`src/rtl/mdivp2_pkg.sv`:
```
`default_nettype none
// ============================================================================
// Module   : mdivp2_pkg
// Brief    : Shared defaults and FSM state encoding for the modular halving
//            engine (z = x * 2^-k mod m).
// Revision : 1.0 - initial release
// ============================================================================
package mdivp2_pkg;

  // Default operand / modulus width and shift-count width
  localparam int W_DEF  = 256;
  localparam int KW_DEF = 9;

  // Controller states, explicitly encoded on two bits
  typedef enum logic [1:0] {
    IDLE = 2'd0,
    RUN  = 2'd1,
    DONE = 2'd2
  } state_t;

  // Number of RUN cycles needed for a given halving count
  function automatic int run_cycles(input int k, input bit radix4);
    if (radix4) begin
      return (k + 1) / 2;
    end
    return k;
  endfunction

endpackage : mdivp2_pkg
`default_nettype wire

```
`src/rtl/mdivp2_step.sv`:
```
`default_nettype none
// ============================================================================
// Module   : mdivp2_step
// Brief    : One combinational modular halving step.
//            even acc -> acc >> 1, odd acc -> (acc + m) >> 1.
//            The sum is formed one bit wider so the carry survives the shift;
//            for odd m and acc < m the result is always < m.
// Revision : 1.0 - initial release
// ============================================================================
module mdivp2_step #(
  parameter int W = 256
) (
  input  logic [W-1:0] acc,
  input  logic [W-1:0] m,
  output logic [W-1:0] acc_next
);

  logic [W:0] sum;
  logic       unused_lsb;

  // Add the modulus only when acc is odd, making the sum even before the shift
  always_comb begin
    sum = {1'b0, acc} + (acc[0] ? {1'b0, m} : {(W+1){1'b0}});
  end

  // The LSB of the sum is always discarded by the halving
  assign unused_lsb = sum[0];
  assign acc_next   = sum[W:1];

endmodule : mdivp2_step
`default_nettype wire

```
`src/rtl/mdivp2.sv`:
```
`default_nettype none
// ============================================================================
// Module   : mdivp2
// Brief    : Iterative modular halving engine, z = x * 2^-k mod m.
//            Valid/ready on both sides, one operation in flight at a time.
//            Build option MDIVP2_RADIX4_EN: two chained halvings per RUN
//            cycle (one when a single halving remains), same results.
// Revision : 1.0 - initial release
// ============================================================================
module mdivp2
  import mdivp2_pkg::*;
#(
  parameter int W  = W_DEF,
  parameter int KW = KW_DEF
) (
  input  logic          clk,
  input  logic          rst,
  input  logic          in_valid,
  output logic          in_ready,
  input  logic [W-1:0]  m,
  input  logic [W-1:0]  x,
  input  logic [KW-1:0] k,
  output logic          out_valid,
  input  logic          out_ready,
  output logic [W-1:0]  z
);

  state_t        state;
  logic [W-1:0]  acc;
  logic [W-1:0]  m_q;
  logic [KW-1:0] cnt;

  logic [W-1:0]  half1;
  logic [W-1:0]  acc_next;
  logic [KW-1:0] cnt_next;
  logic          last_step;

  // First halving stage, always present
  mdivp2_step #(.W(W)) u_step0 (
    .acc      (acc),
    .m        (m_q),
    .acc_next (half1)
  );

`ifdef MDIVP2_RADIX4_EN
  logic [W-1:0] half2;

  // Second chained stage; used whenever at least two halvings remain
  mdivp2_step #(.W(W)) u_step1 (
    .acc      (half1),
    .m        (m_q),
    .acc_next (half2)
  );

  // Pick one or two halvings depending on the remaining count
  always_comb begin
    acc_next  = half1;
    cnt_next  = cnt - KW'(1);
    last_step = (cnt == KW'(1));
    if (cnt >= KW'(2)) begin
      acc_next  = half2;
      cnt_next  = cnt - KW'(2);
      last_step = (cnt == KW'(2));
    end
  end
`else
  // One halving per cycle
  always_comb begin
    acc_next  = half1;
    cnt_next  = cnt - KW'(1);
    last_step = (cnt == KW'(1));
  end
`endif

  // Controller: accept, iterate, hold result until the consumer takes it
  always_ff @(posedge clk) begin
    if (rst) begin
      state     <= IDLE;
      acc       <= '0;
      m_q       <= '0;
      cnt       <= '0;
      z         <= '0;
      out_valid <= 1'b0;
      in_ready  <= 1'b1;
    end else begin
      case (state)
        IDLE: begin
          if (in_valid && in_ready) begin
            acc      <= x;
            m_q      <= m;
            cnt      <= k;
            in_ready <= 1'b0;
            if (k == '0) begin
              // Nothing to halve: the operand is the result
              state     <= DONE;
              z         <= x;
              out_valid <= 1'b1;
            end else begin
              state <= RUN;
            end
          end
        end

        RUN: begin
          acc <= acc_next;
          cnt <= cnt_next;
          if (last_step) begin
            state     <= DONE;
            z         <= acc_next;
            out_valid <= 1'b1;
          end
        end

        DONE: begin
          if (out_ready) begin
            state     <= IDLE;
            out_valid <= 1'b0;
            in_ready  <= 1'b1;
          end
        end

        default: begin
          state     <= IDLE;
          out_valid <= 1'b0;
          in_ready  <= 1'b1;
        end
      endcase
    end
  end

endmodule : mdivp2
`default_nettype wire

```
`config.mk`:
```
export PLATFORM = sky130hd
export DESIGN_NAME = mdivp2
export DESIGN_NICKNAME = d
export VERILOG_FILES = /design/src/rtl/mdivp2_pkg.sv /design/src/rtl/mdivp2_step.sv /design/src/rtl/mdivp2.sv
export SDC_FILE = /design/constraint.sdc
export NUM_CORES = 2
export LEC_CHECK = 0
export BUFFER_PORTS_ARGS = -buffer_cell sky130_fd_sc_hd__buf_2
export CORE_MARGIN = 2
export CORE_UTILIZATION = 46
export DETAILED_ROUTE_END_ITERATION = 12
export PLACE_DENSITY = 0.66
export SYNTH_ARGS = -nofsm -noshare
export SYNTH_HDL_FRONTEND = slang
export SYNTH_SLANG_ARGS = --single-unit
export TNS_END_PERCENT = 20
```
`constraint.sdc`:
```
create_clock -name clk -period 4.1 [get_ports clk]
set_input_delay 1.025 -clock clk [delete_from_list [all_inputs] [get_ports clk]]
set_output_delay 1.025 -clock clk [all_outputs]
set_load 0.01 [all_outputs]
```
==> summary.md <==
| Metric | Value |
|---|---|
| Standard cell with the maximum stage delay on the critical path | `sky130_fd_sc_hd__ha_2` |
| IR Drop Worst-Case VDD | `0.383 mV` |
| Switching power share of the total | `0.361` |
| CTS max path bufs | `3` |
| Total via count after detailed routing | `63,400` |
| Clock latency at the later pin of the worst-skew pair | `720 ps` |
| TritonCTS buffer count | `84` |
| Worst-case register-to-register setup slack | `-710 ps` |
| Cell count after synthesis | `7,153` |
| Top cell types by occurrence after synthesis | `sky130_fd_sc_hd__nand2_1 (1,316), sky130_fd_sc_hd__a21oi_1 (1,062), sky130_fd_sc_hd__nor2_1 (814)` |
| Initial antenna violation count | `17` |
| Root buffer cell | `sky130_fd_sc_hd__clkbuf_16` |
| Slew headroom | `-0.0110` |
| Via count of the first global-routing pass | `60,200` |
| Worst Setup End Kind | `flop` |
| CP Class | `flop to flop` |
| Leakage dissipation | `32.0 nW` |
| Post-Synthesis Cell Area | `50,400 um^2` |
| Vias/cell | `5.90` |
| Initial core utilization | `0.464` |
| Crit-path most repeated cell | `sky130_fd_sc_hd__buf_4` |
| Final weighted congestion in routability-driven placement | `1.11` |
| Psw | `0.00960 W` |
| Post-CTS Hold Fix Bufs | `0` |
| Fraction of layout cells with a size suffix above 1 | `0.346` |
| Sum of negative setup slack | `-99,900 ps` |
| Cell area after layout | `74,500 um^2` |
| Critical path launch point type | `flop` |
| Number of distinct library cell variants in the gate-level netlist after synthesis | `77` |
| Pwr/cell area | `357 nW/um^2` |
| Area enclosed by the die boundary | `112,000 um^2` |
| Arrival time reported for the critical path endpoint | `5410 ps` |
| Sum of routed wire length over all layers | `251 mm` |
| Final count of hold timing violations | `0` |
| Global-route congestion overflow total | `0` |
| Starting DRT DRC Count | `5,980` |
| Clock net sink count | `781` |
| Max-cap violations | `1` |
| Final worst setup slack | `-707 ps` |
| Placement Rows | `121` |
| Failing checks | `max-capacitance violations, max-slew violations, negative setup slack` |
| Clock-pin slew on the worst setup and hold paths | `70 ps` |
| Final worst hold slack | `451 ps` |
| Async set-or-reset flop fraction in the synthesized netlist | `0` |
| Critical path data required time | `4710 ps` |
| Instance area after placement | `67,000 um^2` |
| Gr usage total | `0.423` |
| Mean instance size in the synthesized netlist | `7.05 um^2` |
| Number of port buffers | `782` |
| Layout area overhead | `47.8%` |
| Setup repair after global routing missed its margin | `true` |
| Number of detailed-routing iterations run before antenna repair | `8` |
| H-tree depth reported by CTS | `3` |
| Part of the total power dissipated in the clock network | `0.308` |
| I/O pins | `783` |
| Final clock period utilization by the worst path | `1.17` |
| Seq cells post-synth | `781` |
| Wire length of the first global-routing pass | `365 mm` |
| Count of nets left with antenna violations after detail routing | `0` |
| Largest fanout of any net on the critical path | `22` |
| Max Clock Skew | `46.0 ps` |
| Pins over their slew limit | `8` |
| Critical-path cell list | `buf_12 -> buf_12 -> and2_1 -> ha_2 -> nand4_1 -> nor4_2 -> buf_4 -> nand2_1 -> o21a_1 -> o311a_1 -> o31ai_1 -> o31a_1 -> nand4_1 -> nand2_1 -> nand2_2 -> o41ai_2 -> buf_4 -> a21oi_1 -> buf_4 -> xnor2_4 -> nand2_2 -> a311oi_1` |
| Most frequently used flop master after synthesis | `sky130_fd_sc_hd__dfxtp_1` |
| Comb pwr share | `0.341` |
| Internal power | `0.0170 W` |
| Share of synthesized area occupied by flip-flops and latches | `0.310` |
| Net count after synthesis | `7,936` |
| Count of yosys warnings during synthesis | `0` |
| Wire per inst | `23.4 um` |
| Clock tree from TritonCTS | `yes` |
| WP buf/inv | `5` |
| Most frequent cell after synthesis | `sky130_fd_sc_hd__nand2_1` |
| Worst min-delay path class | `flop to flop` |
| Category of cells accounting for the largest share of critical-path delay | `compound AO/OA/AOI/OAI gates` |
| Pin count of the biggest net entering global routing | `196` |
| Max Fclk | `208 MHz` |
| Die extent in x | `335 um` |
| Vertical extent of the die | `335 um` |
| Fraction of power consumed by sequential logic | `0.352` |
| Leading cell types by total area after synthesis | `sky130_fd_sc_hd__dfxtp_1 (31%), sky130_fd_sc_hd__a21oi_1 (11%), sky130_fd_sc_hd__nand2_1 (9.8%)` |
| Setup violations, final | `311` |
| Core footprint | `109,000 um^2` |
| Slew at the pin closest to its max-slew limit | `1510 ps` |
| Post-detailed-placement half-perimeter wirelength | `196 mm` |
| CP peak stage delay | `400 ps` |
| Cell taking the most area after synthesis | `sky130_fd_sc_hd__dfxtp_1` |
| Shortest clock period the worst path allows after layout | `4810 ps` |
| Drc violations | `0` |
| Fraction of synthesized cell area taken by the top area cell type | `0.310` |
| Total Nets Final | `10,000` |
| Run status | `finished with violations` |
| Number of flops mapped to enable cells by yosys | `0` |
-- sequential cells by signal, summed over array words and instances, names as in the netlist --
register,cells
m_q,256
cnt,9
state,2
out_valid,1
acc,256
in_ready,1
z,256
-- timing repair --
| item | 4_1_cts | 5_1_grt |
|---|---|---|
| cloned | 3 | 2 |
| resized for setup | 470 | 369 |
| endpoints found under the setup margin | 353 | 356 |
| buffers inserted | 41 | 45 |
| pin swaps | 144 | 114 |
| hold endpoints to repair | 0 | 0 |
-- cell usage in the layout, fill, tap and decap left out, types with 104 or more instances in the layout --
| master | synthesis | final |
|---|---|---|
| sky130_fd_sc_hd__a21oi_1 | 1062 | 940 |
| sky130_fd_sc_hd__buf_2 | 4 | 782 |
| sky130_fd_sc_hd__nand2_1 | 1316 | 1276 |
| sky130_fd_sc_hd__dfxtp_1 | 781 | 780 |
| sky130_fd_sc_hd__buf_4 | 5 | 1623 |
| sky130_fd_sc_hd__o21a_1 | 108 | 104 |
| sky130_fd_sc_hd__a211oi_1 | 313 | 292 |
| sky130_fd_sc_hd__nand4_1 | 150 | 150 |
| sky130_fd_sc_hd__and2_1 | 269 | 239 |
| sky130_fd_sc_hd__nor3_1 | 167 | 144 |
| sky130_fd_sc_hd__nor2_1 | 814 | 757 |
| sky130_fd_sc_hd__xnor2_1 | 138 | 115 |
| sky130_fd_sc_hd__o21ai_0 | 409 | 288 |
| sky130_fd_sc_hd__a21o_1 | 129 | 127 |
| sky130_fd_sc_hd__ha_1 | 257 | 174 |
-- power by group through the flow --
stage / combinational [W] / clock [W] / sequential [W]
after floorplan: 0.00451 / 0 / 0.00920
final: 0.00905 / 0.00818 / 0.00934
after global placement: 0.00806 / 0 / 0.00938
after detailed placement: 0.00819 / 0 / 0.00939
after global routing: 0.00966 / 0.00847 / 0.00941
after CTS: 0.00858 / 0.00820 / 0.00928
-- per-layer routing --
| layer | share of wire | vias to the layer above | GRT usage | wire, um |
|---|---|---|---|---|
| li1 | - | 29400 | - | - |
| met1 | 0.40 | 30100 | 0.536 | 101000 |
| met2 | 0.46 | 3190 | 0.687 | 114000 |
| met3 | 0.089 | 671 | 0.0833 | 22400 |
| met4 | 0.055 | 12 | 0.202 | 13900 |
| met5 | 0.00026 | - | 0 | 65 |
-- worst min-delay path: cells and delay by family (launching register included) --
family	cells	cell delay [ps]
compound gates	1	50
flops	1	300
simple gates	1	50
-- layout make-up --
type | instances | area [um^2]
multi-input combinational | 5828 | 36500
fill | 9580 | 34200
timing repair buffer | 2485 | 17400
sequential | 781 | 15600
clock buffer | 121 | 2470
tap | 1414 | 1770
clock inverter | 29 | 439
inverter | 71 | 269
antenna | 10 | 25.0
-- kinds of logic (layout without fill, tap and decap cells) --
family	Yosys count	in the layout	synth area share
adders and majority gates	258	258	0.0642
DFF	781	781	0.310
xor gates and xnor gates	248	248	0.0431
muxes	30	30	0.00596
AOI/OAI and AO/OA	2349	2349	0.280
buffers and inverters	544	2706	0.0413
other	0	10	0
and+or+nand+nor	2943	2943	0.255
-- through the flow --
step / setup WS, ps / power [W] / util / cells
2_1_floorplan: -203 / 0.0137 / - / 7153
3_3_place_gp: -1430 / 0.0174 / 0.616 / 10500
3_5_place_dp: -1400 / 0.0176 / 0.616 / 10500
4_1_cts: -646 / 0.0261 / 0.666 / 10700
5_1_grt: -808 / 0.0275 / 0.685 / 10700
6_report: -707 / 0.0266 / 0.685 / 10700
-- worst paths after layout --
path | end | start | cells after the start
hold / removal | m_q[188]$_SDFFE_PP0P_ | m_q[188]$_SDFFE_PP0P_ | 2
setup reg to reg | z[213]$_SDFFE_PP0P_ | acc[0]$_SDFFE_PP0P_ | 22
hold reg to reg | m_q[188]$_SDFFE_PP0P_ | m_q[188]$_SDFFE_PP0P_ | 2
setup / recovery | z[213]$_SDFFE_PP0P_ | acc[0]$_SDFFE_PP0P_ | 22
Note: power is estimated with default switching activity, not from simulation.
